<file path="config.mk">
export PLATFORM = sky130hd
export DESIGN_NAME = uart_fifo_relay_flat
export DESIGN_NICKNAME = d
export VERILOG_FILES = /design/src/rtl/uart_pkg.sv /design/src/rtl/uart_fifo_relay_if.sv /design/src/rtl/uart_fifo_relay.sv /design/src/flat_wrapper.sv
export SDC_FILE = /design/constraint.sdc
export NUM_CORES = 1
export LEC_CHECK = 0
export BUFFER_PORTS_ARGS = -buffer_cell sky130_fd_sc_hd__buf_2
export CAP_MARGIN = 20
export CORE_MARGIN = 2
export CORE_UTILIZATION = 52
export CTS_CLUSTER_SIZE = 28
export DETAILED_ROUTE_END_ITERATION = 8
export MAX_ROUTING_LAYER = met4
export PLACE_DENSITY = 0.77
export SLEW_MARGIN = 20
export SYNTH_ARGS = -nofsm -noshare
export SYNTH_HDL_FRONTEND = slang
export SYNTH_SLANG_ARGS = --single-unit
</file>
<file path="constraint.sdc">
create_clock -name clk_in -period 2.35 [get_ports clk_in]
set_clock_uncertainty 0.1 [all_clocks]
set_input_delay 0.235 -clock clk_in [delete_from_list [all_inputs] [get_ports clk_in]]
set_output_delay 0.235 -clock clk_in [all_outputs]
set_load 0.1 [all_outputs]
</file>
<file path="src/rtl/uart_pkg.sv">
// Shared definitions for the UART FIFO relay: default word width, relay state
// encoding, and the byte transform applied between the RX and TX FIFOs.
package uart_pkg;

  localparam int unsigned UART_DATA_WIDTH = 8;
  localparam int unsigned RELAY_STATE_W   = 3;
  localparam int unsigned XFORM_W         = 32;

  typedef enum logic [RELAY_STATE_W-1:0] {
    ST_IDLE  = 3'd0,
    ST_READ  = 3'd1,
    ST_LAT   = 3'd2,
    ST_WRITE = 3'd3,
    ST_DONE  = 3'd4
  } relay_state_e;

  // Additive transform; callers truncate the result to their word width.
  function automatic logic [XFORM_W-1:0] xform(input logic [XFORM_W-1:0] data,
                                               input logic [XFORM_W-1:0] add_const);
    return data + add_const;
  endfunction

endpackage

</file>
<file path="src/rtl/uart_fifo_relay_if.sv">
// FIFO-side handshake bundle between the relay (master) and the RX/TX FIFOs (slave).
interface uart_fifo_relay_if #(
  parameter int unsigned DATA_WIDTH = uart_pkg::UART_DATA_WIDTH
);
  logic                  rx_empty;
  logic                  rx_rd_en;
  logic [DATA_WIDTH-1:0] rx_dout;
  logic                  tx_full;
  logic                  tx_wr_en;
  logic [DATA_WIDTH-1:0] tx_din;

  modport master (
    input  rx_empty, rx_dout, tx_full,
    output rx_rd_en, tx_wr_en, tx_din
  );

  modport slave (
    output rx_empty, rx_dout, tx_full,
    input  rx_rd_en, tx_wr_en, tx_din
  );
endinterface

</file>
<file path="src/rtl/uart_fifo_relay.sv">
// Moves bytes from the RX FIFO to the TX FIFO one at a time, adding ADD_CONST
// to each; read data is sampled READ_LATENCY cycles after the read strobe.
module uart_fifo_relay
  import uart_pkg::*;
#(
  parameter int unsigned DATA_WIDTH   = UART_DATA_WIDTH,
  parameter int unsigned ADD_CONST    = 1,
  parameter int unsigned READ_LATENCY = 1,
  parameter int unsigned CNT_WIDTH    = 16
) (
  input  logic                 clk_in,
  input  logic                 rst,
  input  logic                 enable,
  uart_fifo_relay_if.master    fifo,
  output logic                 busy,
  output logic [CNT_WIDTH-1:0] byte_count
);

  localparam int unsigned LAT_W = 2;

  relay_state_e          state;
  logic [LAT_W-1:0]      lat_cnt;
  logic [DATA_WIDTH-1:0] data_reg;

  // Relay FSM with registered strobes, data and status.
  always_ff @(posedge clk_in) begin
    if (rst) begin
      state         <= ST_IDLE;
      fifo.rx_rd_en <= 1'b0;
      fifo.tx_wr_en <= 1'b0;
      fifo.tx_din   <= '0;
      busy          <= 1'b0;
      byte_count    <= '0;
      lat_cnt       <= '0;
      data_reg      <= '0;
    end else begin
      unique case (state)
        ST_IDLE: begin
          if (enable && !fifo.rx_empty) begin
            fifo.rx_rd_en <= 1'b1;
            busy          <= 1'b1;
            state         <= ST_READ;
          end
        end
        ST_READ: begin
          fifo.rx_rd_en <= 1'b0;
          lat_cnt       <= LAT_W'(READ_LATENCY - 1);
          state         <= ST_LAT;
        end
        ST_LAT: begin
          if (lat_cnt == '0) begin
            data_reg <= DATA_WIDTH'(xform(XFORM_W'(fifo.rx_dout), XFORM_W'(ADD_CONST)));
            state    <= ST_WRITE;
          end else begin
            lat_cnt <= lat_cnt - LAT_W'(1);
          end
        end
        ST_WRITE: begin
          // Stalls here for as long as the TX FIFO reports full.
          if (!fifo.tx_full) begin
            fifo.tx_wr_en <= 1'b1;
            fifo.tx_din   <= data_reg;
            byte_count    <= byte_count + CNT_WIDTH'(1);
            state         <= ST_DONE;
          end
        end
        ST_DONE: begin
          fifo.tx_wr_en <= 1'b0;
          busy          <= 1'b0;
          state         <= ST_IDLE;
        end
        default: begin
          fifo.rx_rd_en <= 1'b0;
          fifo.tx_wr_en <= 1'b0;
          busy          <= 1'b0;
          state         <= ST_IDLE;
        end
      endcase
    end
  end

endmodule

</file>
<file path="src/flat_wrapper.sv">
// flat-port wrapper written by rule: the top's interface ports become plain ports
module uart_fifo_relay_flat import uart_pkg::*;
#(
  parameter int unsigned DATA_WIDTH   = UART_DATA_WIDTH,
  parameter int unsigned ADD_CONST    = 1,
  parameter int unsigned READ_LATENCY = 1,
  parameter int unsigned CNT_WIDTH    = 16
)
  (clk_in, rst, enable, busy, byte_count, fifo_rx_empty, fifo_rx_dout, fifo_tx_full, fifo_rx_rd_en, fifo_tx_wr_en, fifo_tx_din);
  uart_fifo_relay_if #(.DATA_WIDTH(DATA_WIDTH)) fifo_i ();
  input  logic clk_in;
  input  logic rst;
  input  logic enable;
  output logic busy;
  output logic [CNT_WIDTH-1:0] byte_count;
  input wire logic [$bits(fifo_i.rx_empty)-1:0] fifo_rx_empty;
  input wire logic [$bits(fifo_i.rx_dout)-1:0] fifo_rx_dout;
  input wire logic [$bits(fifo_i.tx_full)-1:0] fifo_tx_full;
  output wire logic [$bits(fifo_i.rx_rd_en)-1:0] fifo_rx_rd_en;
  output wire logic [$bits(fifo_i.tx_wr_en)-1:0] fifo_tx_wr_en;
  output wire logic [$bits(fifo_i.tx_din)-1:0] fifo_tx_din;
  assign fifo_i.rx_empty = fifo_rx_empty;
  assign fifo_i.rx_dout = fifo_rx_dout;
  assign fifo_i.tx_full = fifo_tx_full;
  assign fifo_rx_rd_en = fifo_i.rx_rd_en;
  assign fifo_tx_wr_en = fifo_i.tx_wr_en;
  assign fifo_tx_din = fifo_i.tx_din;
  uart_fifo_relay #(.DATA_WIDTH(DATA_WIDTH), .ADD_CONST(ADD_CONST), .READ_LATENCY(READ_LATENCY), .CNT_WIDTH(CNT_WIDTH)) u_core (.clk_in(clk_in), .rst(rst), .enable(enable), .fifo(fifo_i), .busy(busy), .byte_count(byte_count));
endmodule
</file>
After elaboration in Yosys (flattened, before gate mapping)
Cells that the tools add are included.
{"block": "totals", "reg_bits": 40, "inputBits": 13}
{"block": "op_classes", "addsub": 3, "n_eq_ne": 8, "muxes": 11, "bitwise": 4, "n_reduce_logical": 15}
{"op": "16-bit by 1-bit adder with 16-bit output (second input constant)", "n": 1}
{"op": "3-bit one-hot mux with 4 select lines", "n": 1}
{"op": "2-bit AND reduction", "n": 6}
{"op": "3-bit 2-to-1 mux", "n": 3}
{"op": "3-bit OR reduction", "n": 3}
{"op": "8-bit by 1-bit adder with 8-bit output (second input constant)", "n": 1}
{"op": "3-bit by 2-bit equality test with 1-bit output (second input constant)", "n": 2}
{"op": "1-bit one-hot mux with 2 select lines", "n": 3}
{"op": "2-bit by 1-bit inequality test with 1-bit output (second input constant)", "n": 2}
{"op": "2-bit inequality test (second input constant)", "n": 2}
{"op": "1-bit NOT", "n": 4}
{"op": "2-bit one-hot mux with 2 select lines", "n": 1}
{"op": "3-bit by 1-bit equality test with 1-bit output (second input constant)", "n": 1}
{"op": "3-bit equality test (second input constant)", "n": 1}
{"op": "3-bit zero test", "n": 1}
{"op": "3-bit AND reduction", "n": 1}
{"op": "2-bit zero test", "n": 1}
{"op": "1-bit 2-to-1 mux", "n": 2}
{"op": "2-bit 2-to-1 mux", "n": 1}
{"op": "2-bit nonzero test", "n": 1}
{"op": "2-bit by 1-bit subtractor with 2-bit output (second input constant)", "n": 1}
{"op": "1-bit logical AND", "n": 1}
{"op": "1-bit zero test", "n": 1}

Depth between registers and ports, before layout
{"block": "depth", "depth_word": 4, "ltp_mapped": 7, "ltp_nobuf": 6}

Least setup slack after synthesis
Ideal clock, no wire load.
{"block": "synth_timing", "path_kind": "register to register", "from": "reg u_core.byte_count[0]", "to": "reg u_core.byte_count[13]", "setup_ns": 0.070, "arrival_time_ns": 2.214, "t_required_ns": 2.180, "setup_slack_ns": -0.035, "path_stages_with_launch": 6, "path_buffers": 1, "synth_period_minus_slack_ns": 2.385, "path_cell_list": "dfxtp_1 > nand3_1 > or2_1 > buf_2 > or4_1 > a21oi_1"}
{"block": "synth_via", "elab_chain_cells": 1}
{"element": "start: declaration", "line_no": "uart_fifo_relay.sv:16", "source": "output logic [CNT_WIDTH-1:0] byte_count"}
{"element": "start signal: assignment", "line_no": "uart_fifo_relay.sv:63", "source": "byte_count <= byte_count + CNT_WIDTH'(1);"}
{"element": "16-bit by 1-bit adder with 16-bit output", "line_no": "uart_fifo_relay.sv:63"}
Every way passes these cells.
A chain may end at the register's enable or synchronous reset.

Worst setup path in the final report
{"block": "layout_timing", "from": "reg u_core.state[0]", "to": "reg u_core.byte_count[13]"}
{"block": "layout_via", "elab_chain_cells": 2}
{"element": "start: declaration", "line_no": "uart_fifo_relay.sv:21", "source": "relay_state_e state;"}
{"element": "start signal: assignment", "line_no": "uart_fifo_relay.sv:28", "source": "state <= ST_IDLE;"}
{"element": "start signal: assignment", "line_no": "uart_fifo_relay.sv:42", "source": "state <= ST_READ;"}
{"element": "start signal: assignment", "line_no": "uart_fifo_relay.sv:48", "source": "state <= ST_LAT;"}
{"element": "3-bit by 2-bit equality test with 1-bit output", "line_no": "uart_fifo_relay.sv:37", "source": "unique case (state)"}
{"element": "2-bit AND reduction (no source line)"}
Every way passes these cells.

==> out/metrics.yaml <==
status: "complete, no violations"
synth_edf_count: 0
critical_path_class: "reg2reg"
largest_reg_flops: 16
setup_viol: 0
r2r_start: "u_core.state[0]"
cp_max_fo: 13
critPathArrivalTime_ps: 2100
core_um2: 3284
ios: 40
switchingPower_uw: 353.0
cts_sinks: 40
firstDrtPassIters: 4
hold_path_startpoint: "fifo_tx_full"
num_rows: 21
antenna_found_initial: 0
portBuffers: 39
startpoint_type: "register"
syn_to_final_growth_pct: 17.60
hp-class: "in2reg"
place.gp.congestion: 0.8096
fmax_mhz: 521.7
netlist_area_um2: 1742
ir_drop_uv: 394.7
crit_required_ps: 2530
pre_cts_ws_ps: 429.9
p_per_area_nw_per_um2: 618.6
synth_nets: 219
cts_buffers: 5
yosys_warnings: 0
tns_ps: 0
cts.clk_slew.worst_paths_ps: 110
r2r_setup_slack_ps: 430
cpPeakStageDelay_ps: 600
yosys.area.top_type_share_pct: 45.98
dp_cells: 280
slew_viol_final: 0
yosysSeqAreaShare_pct: 45.98
crit_family: "simple AND/OR/NAND/NOR gates"
rsz0062_at_grt: "no"
wire_per_inst_um: 11.47
maxCapViolCount: 0
worst_pin_slew_ps: 705.0
cts_max_path_buffers: 2
yosysTopAreaCell: "dfxtp_1"
ant_nets: 0
power_leakage_nw: 0.7915
dominantRegCellSynth: "dfxtp_1"
drive_above_1_share_pct: 23.05
grt_pass1_vias: 1274
synthCells: 203
p_comb_share_pct: 13.0
cts_tree: "done"
p_int_uw: 914.1
endpoint_kind: "register"
slowest_stage: "dfxtp_1"
period_minus_slack_ps: 1917
cts_resized: 0
crit_path_start: "u_core.state[0]"
routed_wl_um: 3315
avgViaCountPerCell: 5.263
n_fill_cell: 308
power_frac_clock_pct: 28.3
hold_violations: 0
clk_latency_ps: 350
relSlewSlack_pct: 53.00
synth_common_cells: "40 x dfxtp_1, 27 x nand2_1, 23 x nor2_1, 18 x a21oi_1, 9 x xor2_1"
yosys-top-cells-area: "dfxtp_1 46%, nand2_1 5.8%, a21oi_1 5.2%, nor2_1 5.0%, xor2_1 4.5%"
dpl.hpwl_um: 2293
drc_errors: 0
globalRouteTotalUtil_pct: 20.43
p_seq_share_pct: 58.7
avgSynthCellArea_um2: 8.580
setup_ws_ps: 433.0
synthMostInstantiatedCell: "dfxtp_1"
num-nets-final: 258
fin_cells: 289
synth_cell_types: 38
p_sw_share_pct: 27.86
drt_first_iter_violations: 98
synthArstFlopShare_pct: 0
fp.dieW_um: 61.88
initial_core_util_pct: 53.03
grt.overflow.total: 0
cts-htree-levels: 2
crit_chain: "nand4bb_4 -> or2_1 -> or4_1 -> a21oi_1"
n_antenna_cell: 0
fp.dieH_um: 61.88
vias: 1521
grt_pass1_wl_um: 5602
finalCritPeriodShare_pct: 81.57
yosys_register_bits: 40
path_buf_inv: 0
die_area_um2: 3829
grt_max_degree: 41
root_buffer: "clkbuf_4"
[cell families (layout without fill, tap and decap cells)]
| group | Yosys count | after routing | share of synthesized area, % |
|---|---|---|---|
| buffers and inverters | 15 | 55 | 3.376 |
| AND/OR/NAND/NOR | 90 | 90 | 26.51 |
| flip-flops | 40 | 40 | 45.98 |
| XOR/XNOR | 14 | 14 | 7.040 |
| adder cells (fa/ha/maj) | 3 | 3 | 2.155 |
| multiplexers | 1 | 1 | 0.5747 |
| AO/OA/AOI/OAI | 40 | 40 | 14.37 |
[path summary, 6_finish.rpt]
path                                 to  depth (start not counted)
setup / recovery  u_core.byte_count[13]                          4
hold / removal          u_core.state[0]                          3
setup reg to reg  u_core.byte_count[13]                          4
hold reg to reg   u_core.fifo.tx_din[6]                          2
[tightest hold or removal path, delay by kind of cell]
kind,cells,cell delay [ps]
AOI/OAI and AO/OA,1,80
buffers and inverters,1,120
and+or+nand+nor,1,60
[cell type report]
| type | count | area (um^2) | share of cell area, % |
|---|---|---|---|
| Inverter | 4 | 15.01 | 0.7330 |
| Clock buffer | 8 | 58.81 | 2.871 |
| Timing Repair Buffer | 43 | 227.7 | 11.12 |
| Sequential cell | 40 | 807.0 | 39.40 |
| Tap cell | 46 | 57.56 | 2.810 |
| Multi-Input combinational cell | 148 | 882.1 | 43.07 |
[metal layers]
metal | track usage [%] | share of wire, % | wire, um | vias up
met4 | 5.775 | 0.87 | 29 | 0
met5 | - | 0 | 0 | -
met2 | 32.03 | 46 | 1526 | 38
met1 | 24.87 | 48 | 1590 | 681
met3 | 7.246 | 5.1 | 168 | 2
li1 | - | - | - | 800
[power by group through the flow]
stage	registers (mW)	clock network (mW)	logic, mW
after floorplan	0.784	0	0.0984
after global placement	0.758	0	0.163
after detailed placement	0.760	0	0.164
after CTS	0.744	0.376	0.166
after global routing	0.751	0.403	0.187
final	0.744	0.358	0.165
[cell usage in the layout (no fill, tap or decap), types with 2 or more instances in the layout]
master     Yosys  layout
buf_4          0       3
a2111oi_0      2       2
nand2_1       27      27
clkbuf_1       8       2
nor3_1         4       4
a21oi_1       18      18
nor2_1        23      23
nand4_1        5       5
clkbuf_4       0       5
dfxtp_2        0       5
o21ai_0        4       4
xnor2_1        5       5
nand3_1        7       7
a211oi_1       7       7
ha_1           3       3
dfxtp_1       40      35
inv_1          4       4
or4_1          3       3
nor4_1         2       2
a22oi_1        2       2
buf_2          2      39
o31ai_1        3       3
xor2_1         9       9
and2_1         2       2
or3_1          5       5
and3_1         3       3
[stage by stage]
| stage | area, um^2 | utilization [%] | hold slack (ps) | total power, mW |
|---|---|---|---|---|
| 6_report | 2048 | 62.36 | 103.3 | 1.267 |
| 3_3_place_gp | 1979 | 60.27 | 340.0 | 0.9206 |
| 3_5_place_dp | 1979 | 60.27 | 344.8 | 0.9238 |
| 2_1_floorplan | 1748 | - | 224.7 | 0.8829 |
| 5_1_grt | 2048 | 62.36 | 86.01 | 1.342 |
| 4_1_cts | 2048 | 62.36 | 83.04 | 1.285 |
[repair_timing]
action	4_1_cts	5_1_grt
buffers inserted	0	0
hold endpoints to repair	1	0
hold buffers	1	0
setup endpoints to repair	0	0
Note: power is estimated with default switching activity, not from simulation.
